File: config.mk
export PLATFORM = sky130hd
export DESIGN_NAME = result_collector
export DESIGN_NICKNAME = d
export VERILOG_FILES = /design/src/rtl/result_collector.sv
export SDC_FILE = /design/constraint.sdc
export NUM_CORES = 1
export LEC_CHECK = 0
export ABC_AREA = 1
export CAP_MARGIN = 10
export CELL_PAD_IN_SITES_DETAIL_PLACEMENT = 1
export CELL_PAD_IN_SITES_GLOBAL_PLACEMENT = 2
export CORE_ASPECT_RATIO = 1.1
export CORE_UTILIZATION = 40
export CTS_CLUSTER_DIAMETER = 50
export DETAILED_ROUTE_END_ITERATION = 8
export PLACE_DENSITY = 0.84
export SLEW_MARGIN = 10
export SYNTH_ARGS = -nofsm -noshare
export SYNTH_HDL_FRONTEND = slang
export SYNTH_SLANG_ARGS = --single-unit
File: constraint.sdc
create_clock -name clk -period 9.58 [get_ports clk]
set_input_delay 0.958 -clock clk [delete_from_list [all_inputs] [get_ports clk]]
set_output_delay 0.958 -clock clk [all_outputs]
set_load 0.02 [all_outputs]
File: src/rtl/result_collector.sv
// ============================================================================
// Module      : result_collector
// Description : Collects skewed per-lane sums from a systolic array, de-skews
//               them into whole rows and buffers the rows in a small FIFO for
//               a downstream consumer. Each group of MATRIX_SIZE rows forms a
//               frame; the final row of a frame is tagged with row_last.
// Revision    : 1.0 - initial release
// ----------------------------------------------------------------------------
// Ports
//   clk         in   clock, rising edge
//   reset       in   asynchronous active-high reset
//   sum_in      in   MATRIX_SIZE lanes of DATA_SIZE bits, lane j lags lane 0
//                    by j cycles (lane j at bits [j*DATA_SIZE +: DATA_SIZE])
//   sum_valid   in   lane 0 of sum_in is valid this cycle
//   space_ready out  a complete frame can be accepted
//   row_out     out  de-skewed row at the FIFO head
//   row_valid   out  row_out holds a valid row
//   row_ready   in   consumer accepts row_out
//   row_last    out  head row is the final row of its frame
//   overflow    out  sticky: a row was dropped because the FIFO was full
// Build option
//   RESULT_COLLECTOR_RELU_EN : when defined, negative lanes read out as zero
// ============================================================================
`default_nettype none

module result_collector #(
    parameter int MATRIX_SIZE = 2,
    parameter int DATA_SIZE   = 32,
    parameter int FIFO_DEPTH  = 4
) (
    input  logic                             clk,
    input  logic                             reset,
    input  logic [MATRIX_SIZE*DATA_SIZE-1:0] sum_in,
    input  logic                             sum_valid,
    output logic                             space_ready,
    output logic [MATRIX_SIZE*DATA_SIZE-1:0] row_out,
    output logic                             row_valid,
    input  logic                             row_ready,
    output logic                             row_last,
    output logic                             overflow
);

    localparam int ROW_W = MATRIX_SIZE * DATA_SIZE;
    localparam int AW    = (FIFO_DEPTH > 1) ? $clog2(FIFO_DEPTH) : 1;
    localparam int CW    = $clog2(FIFO_DEPTH + 1);
    localparam int SW    = $clog2(FIFO_DEPTH + MATRIX_SIZE + 1);
    localparam int RW    = (MATRIX_SIZE > 1) ? $clog2(MATRIX_SIZE) : 1;

    localparam logic [0:0] S_IDLE    = 1'b0;
    localparam logic [0:0] S_COLLECT = 1'b1;

    logic [0:0]       state_q, state_d;
    logic [RW-1:0]    row_cnt_q, row_cnt_d;
    logic [CW-1:0]    count_q, count_d;
    logic [AW-1:0]    wr_ptr_q, wr_ptr_d;
    logic [AW-1:0]    rd_ptr_q, rd_ptr_d;
    logic             overflow_q, overflow_d;
    logic [ROW_W:0]   mem_q [FIFO_DEPTH];

    logic [ROW_W-1:0] w_row;
    logic             w_push;
    logic [SW-1:0]    w_inflight;
    logic [SW-1:0]    w_occupancy;
    logic             w_row_last;
    logic             w_full;
    logic             w_pop;
    logic             w_accept;
    logic [ROW_W:0]   w_head;

    // ------------------------------------------------------------------
    // Lane alignment: lane j is sampled j cycles after lane 0, so it needs
    // MATRIX_SIZE-1-j further cycles to line up with the last lane, which
    // is taken straight from the input at the write edge.
    // ------------------------------------------------------------------
    generate
        for (genvar j = 0; j < MATRIX_SIZE; j++) begin : g_lane
            if (j == MATRIX_SIZE - 1) begin : g_direct
                assign w_row[j*DATA_SIZE +: DATA_SIZE] = sum_in[j*DATA_SIZE +: DATA_SIZE];
            end else begin : g_delay
                localparam int DEPTH = MATRIX_SIZE - 1 - j;
                logic [DATA_SIZE-1:0] dly_q [DEPTH];

                always_ff @(posedge clk or posedge reset) begin
                    if (reset) begin
                        for (int k = 0; k < DEPTH; k++) begin
                            dly_q[k] <= '0;
                        end
                    end else begin
                        dly_q[0] <= sum_in[j*DATA_SIZE +: DATA_SIZE];
                        for (int k = 1; k < DEPTH; k++) begin
                            dly_q[k] <= dly_q[k-1];
                        end
                    end
                end

                assign w_row[j*DATA_SIZE +: DATA_SIZE] = dly_q[DEPTH-1];
            end
        end
    endgenerate

    // ------------------------------------------------------------------
    // Valid pipe: a row is pushed MATRIX_SIZE-1 cycles after its lane 0
    // was valid. Every set stage is a row still on its way to the FIFO.
    // ------------------------------------------------------------------
    generate
        if (MATRIX_SIZE > 1) begin : g_vpipe
            logic [MATRIX_SIZE-2:0] vpipe_q;

            always_ff @(posedge clk or posedge reset) begin
                if (reset) begin
                    vpipe_q <= '0;
                end else begin
                    vpipe_q[0] <= sum_valid;
                    for (int k = 1; k < MATRIX_SIZE - 1; k++) begin
                        vpipe_q[k] <= vpipe_q[k-1];
                    end
                end
            end

            assign w_push = vpipe_q[MATRIX_SIZE-2];

            always_comb begin
                w_inflight = '0;
                for (int k = 0; k < MATRIX_SIZE - 1; k++) begin
                    w_inflight = w_inflight + SW'(vpipe_q[k]);
                end
            end
        end else begin : g_vpipe_none
            assign w_push     = sum_valid;
            assign w_inflight = '0;
        end
    endgenerate

    // ------------------------------------------------------------------
    // FIFO control
    // ------------------------------------------------------------------
    assign w_row_last = (row_cnt_q == RW'(MATRIX_SIZE - 1));
    assign w_full     = (count_q == CW'(FIFO_DEPTH));
    assign row_valid  = (count_q != '0);
    assign w_pop      = row_valid && row_ready;
    // A pop in the same cycle frees the slot, so a push into a full FIFO
    // is still accepted then.
    assign w_accept   = w_push && (!w_full || w_pop);

    always_comb begin
        row_cnt_d  = row_cnt_q;
        count_d    = count_q + CW'(w_accept) - CW'(w_pop);
        wr_ptr_d   = wr_ptr_q;
        rd_ptr_d   = rd_ptr_q;
        overflow_d = overflow_q;
        // The frame position advances even for a dropped row so later
        // frames keep their row_last alignment.
        if (w_push) begin
            row_cnt_d = w_row_last ? '0 : row_cnt_q + 1'b1;
        end
        if (w_accept) begin
            wr_ptr_d = (wr_ptr_q == AW'(FIFO_DEPTH - 1)) ? '0 : wr_ptr_q + 1'b1;
        end
        if (w_pop) begin
            rd_ptr_d = (rd_ptr_q == AW'(FIFO_DEPTH - 1)) ? '0 : rd_ptr_q + 1'b1;
        end
        if (w_push && !w_accept) begin
            overflow_d = 1'b1;
        end
    end

    always_ff @(posedge clk or posedge reset) begin
        if (reset) begin
            row_cnt_q  <= '0;
            count_q    <= '0;
            wr_ptr_q   <= '0;
            rd_ptr_q   <= '0;
            overflow_q <= 1'b0;
        end else begin
            row_cnt_q  <= row_cnt_d;
            count_q    <= count_d;
            wr_ptr_q   <= wr_ptr_d;
            rd_ptr_q   <= rd_ptr_d;
            overflow_q <= overflow_d;
        end
    end

    // Storage needs no reset: nothing is visible until the count says so.
    always_ff @(posedge clk) begin
        if (w_accept) begin
            mem_q[wr_ptr_q] <= {w_row_last, w_row};
        end
    end

    // ------------------------------------------------------------------
    // Frame FSM
    // ------------------------------------------------------------------
    always_ff @(posedge clk or posedge reset) begin
        if (reset) begin
            state_q <= S_IDLE;
        end else begin
            state_q <= state_d;
        end
    end

    always_comb begin
        state_d = state_q;
        case (state_q)
            // With a single-row frame the start and the end share one edge.
            S_IDLE:    if (sum_valid && !(w_push && w_row_last)) state_d = S_COLLECT;
            S_COLLECT: if (w_push && w_row_last)                 state_d = S_IDLE;
            default:   state_d = S_IDLE;
        endcase
    end

    assign w_occupancy = SW'(count_q) + w_inflight;

    always_comb begin
        space_ready = (state_q == S_IDLE) &&
                      (w_occupancy <= SW'(FIFO_DEPTH - MATRIX_SIZE));
    end

    // ------------------------------------------------------------------
    // Output side: head row, forced to zero while the FIFO is empty.
    // ------------------------------------------------------------------
    assign w_head   = mem_q[rd_ptr_q];
    assign row_last = row_valid && w_head[ROW_W];
    assign overflow = overflow_q;

    generate
        for (genvar j = 0; j < MATRIX_SIZE; j++) begin : g_out
            logic [DATA_SIZE-1:0] w_lane;
            assign w_lane = w_head[j*DATA_SIZE +: DATA_SIZE];
`ifdef RESULT_COLLECTOR_RELU_EN
            assign row_out[j*DATA_SIZE +: DATA_SIZE] =
                (row_valid && !w_lane[DATA_SIZE-1]) ? w_lane : '0;
`else
            assign row_out[j*DATA_SIZE +: DATA_SIZE] = row_valid ? w_lane : '0;
`endif
        end
    endgenerate

endmodule

`default_nettype wire

After elaboration in Yosys (flattened, before gate mapping):

Memory sizes are Yosys's and may differ from the RTL's.
Cells that the tools add are included.

* bits in writable memories: 260
* input bits: 68
* bits in registers: 43
* memories kept: 1

Memory list
* mem_q: words 4, bits a word 65, read ports 1, clocked after memory_dff 0, write ports 1, RTL line 58 `logic [ROW_W:0] mem_q [FIFO_DEPTH];`

* $lt $le $gt $ge: 1
* equal/unequal tests: 3
* muxes and demuxes: 10
* reductions and logical operators: 12
* bitwise operators: 1
* add/sub/neg operators: 6

Operator list (count)
* 32-bit 2-to-1 mux: 2
* 1-bit logical AND: 7
* 3-bit by 1-bit adder with 3-bit output: 2
* 1-bit 2-to-1 mux: 5
* 2-bit by 1-bit adder with 2-bit output, second input constant: 2
* 2-bit == test, second input constant: 2
* 2-bit 2-to-1 mux: 2
* 3-bit == test, second input constant: 1
* 3-bit by 2-bit <= comparator with 1-bit output, second input constant: 1
* 1-bit logical NOT: 3
* 3-bit nonzero test: 1
* 3-bit by 1-bit subtractor with 3-bit output: 1
* 1-bit case mux with 2 select lines: 1
* 1-bit adder, second input constant: 1
* 1-bit logical OR: 1
* 1-bit inverter: 1

Logic depth before layout (Yosys ltp):

* word-level depth: 6
* gate-level depth with buffers: 10

Least setup slack after synthesis:

No wires, ideal clock.

* path kind: input to register
* start point: in row_ready
* end point: mem mem_q[0][0] (netlist bit) (enable)
* arrival time: 3.955 ns
* slack: 5.136 ns
* setup time: 0.489 ns
* data required time: 9.091 ns
* buffers on the path: 0
* stages on the path: 4
* cell sequence: nor2_1 > nand2_1 > nand2_1 > nor2_1

* cells in the longest elaborated chain, start to end: 5

RTL lines
* start: declaration: RTL line 38 `input logic row_ready,`
* 1-bit logical AND: RTL line 140 `assign w_pop = row_valid && row_ready;`
* 1-bit logical OR: RTL line 143 `assign w_accept = w_push && (!w_full || w_pop);`
* 1-bit logical AND: RTL line 143
* 1-bit 2-to-1 mux: RTL line 185 `if (w_accept) begin`
* 1-bit 2-to-1 mux (implied by the code): RTL line 186 `mem_q[wr_ptr_q] <= {w_row_last, w_row};`
* end: declaration: RTL line 58

Every way passes these cells.

Worst setup path after layout:

* start point: reg rd_ptr_q[0]
* end point: out row_out[61]

* cells in the longest elaborated chain, start to end: 2

RTL lines
* start: declaration: RTL line 56 `logic [AW-1:0] rd_ptr_q, rd_ptr_d;`
* start signal: assignment: RTL line 178 `rd_ptr_q <= rd_ptr_d;`
* memory read 4 x 65 bit
* 32-bit 2-to-1 mux: RTL line 233 `assign row_out[j*DATA_SIZE +: DATA_SIZE] = row_valid ? w_lane : '0;`
* end: declaration: RTL line 36 `output logic [MATRIX_SIZE*DATA_SIZE-1:0] row_out,`

Every way passes these cells.

==> metrics.txt <==
outcome completed; clk slew on worst S/H paths 0.06 ns; DRT Pass-1 Iters 4; HP Class flop to flop; leak pwr 6.574 nW; width of the die 170.5 µm; crit path capture type output port; Unique masters post-synth 20; Max VDD drop 0.0001892 V; synth-to-layout area growth 22.32%; vias per cell 4.733; CP Cell Sequence inv_4 -> buf_4 -> nand2_1 -> nand3_1 -> a21oi_1 -> clkdlybuf4s50_1; initial antenna violation count 1; first-pass GRT wire length 47.70 mm; worst-path fanout max 101; Post-CTS Resized 0; Sink Count 303; Starting DRT DRC Count 358; fmax 222.9 MHz; Worst EP required 8.62 ns; port bufs 135; worst clock skew 0.01362 ns; Initial Utilization 40.85%; num ports 136; # hold bufs at CTS 0; CTS Root Cell clkbuf_16; critical path's largest stage delay 0.92 ns; clk_lat worst skew 0.50 ns; CTS tree yes; Final Setup Violations 0; Worst setup SP type flop; Syn Inst Count 1129; Net Count, Synth 1207; Die H 187.4 µm; Worst Max-Slew Pin Slew 1.141 ns; Arr. time, crit path 3.53 ns; Post-DRT Antenna Nets 0; vias in the first global route 8686; synthesized flop and latch total 303; post-DR wirelength/cell 17.73 µm; Layout Nets 1338; via count 8042; post-route minimum period 4.487 ns; row count 67; TritonCTS buffer count 34; largest net degree at the start of global routing 102; max_slew headroom 23.92%; sequential share of the synthesized area 71.08%; routed wire length 30.12 mm; Final Max Slew Viols 0; Core Area 30600 µm²; Syn Area/Cell 11.07 µm²; share of cells above drive strength 1 5.607%; unrepaired setup endpoints after global routing false; Fin Setup TNS 0 ns; Residual DRC 0; Die Area 31960 µm²; total global routing overflow 0; Worst path slowest cell buf_4; htree depth 2; detailed placement HPWL 16.91 mm; Final Wtd Congestion 0.6807; crit path kind flop to output port; max cap viols 0; most common cell after layout, fill and taps aside nand2_1; gr usage total 19.62%; commonest cells after routing, fill and taps aside nand2_1, inv_1, edfxtp_1, clkdlybuf4s50_1, nand3_1; YS warnings 0; final hold viol count 0; Post-CTS Setup Inserts 0; post-route total power 5.071 mW; Mapped Area 12500 µm²; PD cells 331.7 nW/µm²; clk buf depth 3; Final period util 46.84%
-- final cells by class --
| cell class | count | area [µm²] |
|---|---|---|
| well taps | 414 | 518.0 |
| diodes | 1 | 2.502 |
| flip-flops and latches | 303 | 8889 |
| inverters | 277 | 1042 |
| fillers | 3242 | 15310 |
| clock inverters | 15 | 206.4 |
| repair buffers | 145 | 1426 |
| clock buffers | 45 | 933.4 |
| multi-input cells | 499 | 2271 |
-- Yosys cell counts, drive strengths merged --
master | instances | share of area (%)
buf | 41 | 2.4
or2 | 1 | 0.050
inv | 277 | 8.3
xor2 | 3 | 0.21
ha | 9 | 0.90
nand3 | 132 | 5.3
nand2 | 276 | 8.3
a21oi | 66 | 2.6
clkbuf | 9 | 0.27
nor2 | 8 | 0.24
edfxtp | 260 | 62
dfrtp | 43 | 8.6
fa | 1 | 0.16
nor3 | 1 | 0.040
a31o | 1 | 0.070
o21ai | 1 | 0.040
-- path summary, 6_finish.rpt --
kind | slack (ns) | depth (start not counted) | to | from
worst max-delay path | 5.09 | 6 | row_out[61] | rd_ptr_q[0]
worst max register to register | 6.62 | 5 | mem_q[3][61] | count_q[1]
min in group asynchronous | 0.99 | 3 | g_lane[0].g_delay.dly_q[3] | reset
worst min register to register | 0.49 | 0 | mem_q[1][19] | g_lane[0].g_delay.dly_q[19]
max in group asynchronous | 8.07 | 3 | rd_ptr_q[0] | reset
worst min-delay path | 0.49 | 0 | mem_q[1][19] | g_lane[0].g_delay.dly_q[19]
-- sequential cells by signal, summed over array words and instances, names as in the netlist --
register              flops
rd_ptr_q                  2
mem_q                   260
count_q                   3
wr_ptr_q                  2
g_lane.g_delay.dly_q     32
overflow                  1
state_q                   1
row_cnt_q                 1
g_vpipe.vpipe_q           1
-- metrics by stage --
step | worst slack [ns] | cells | util [%] | area, µm² | hold slack (ns)
2_1_floorplan | 5.136 | 1129 | - | 12500 | 0.4547
3_3_place_gp | 5.621 | 1638 | 46.23 | 14150 | 0.4612
3_5_place_dp | 5.587 | 1638 | 46.23 | 14150 | 0.4759
4_1_cts | 5.025 | 1698 | 49.96 | 15290 | 0.4889
5_1_grt | 4.823 | 1698 | 49.96 | 15290 | 0.5006
6_report | 5.093 | 1699 | 49.97 | 15290 | 0.4883
-- worst max-delay path, delay by kind of cell (launching register included) --
kind                   cells  cell delay [ns]
AO/OA/AOI/OAI              1             0.11
buffers and inverters      3             1.89
AND/OR/NAND/NOR            2             0.27
flip-flops                 1             0.69
-- kinds of logic after synthesis --
family	share of synthesized area, %
AOI/OAI and AO/OA	2.753
xor gates and xnor gates	0.2103
DFF	71.08
buffers and inverters	10.99
adders and majority gates	1.061
and+or+nand+nor	13.91
-- per-layer routing --
layer | GRT usage (%) | part of all wire (%) | wire (µm) | up-vias
li1 | - | - | - | 3832
met1 | 24.34 | 43 | 12810 | 3996
met2 | 35.12 | 51 | 15470 | 167
met3 | 3.132 | 4.1 | 1221 | 47
met4 | 5.267 | 2.0 | 616 | 0
met5 | 0 | 0 | 0 | -
-- where the power goes --
part / switching, mW / internal (mW)
Combinational: 1.24 / 0.716
Sequential: 0.104 / 1.70
Clock: 0.493 / 0.821
Total: 1.83 / 3.24
(Power assumes the default switching activity.)
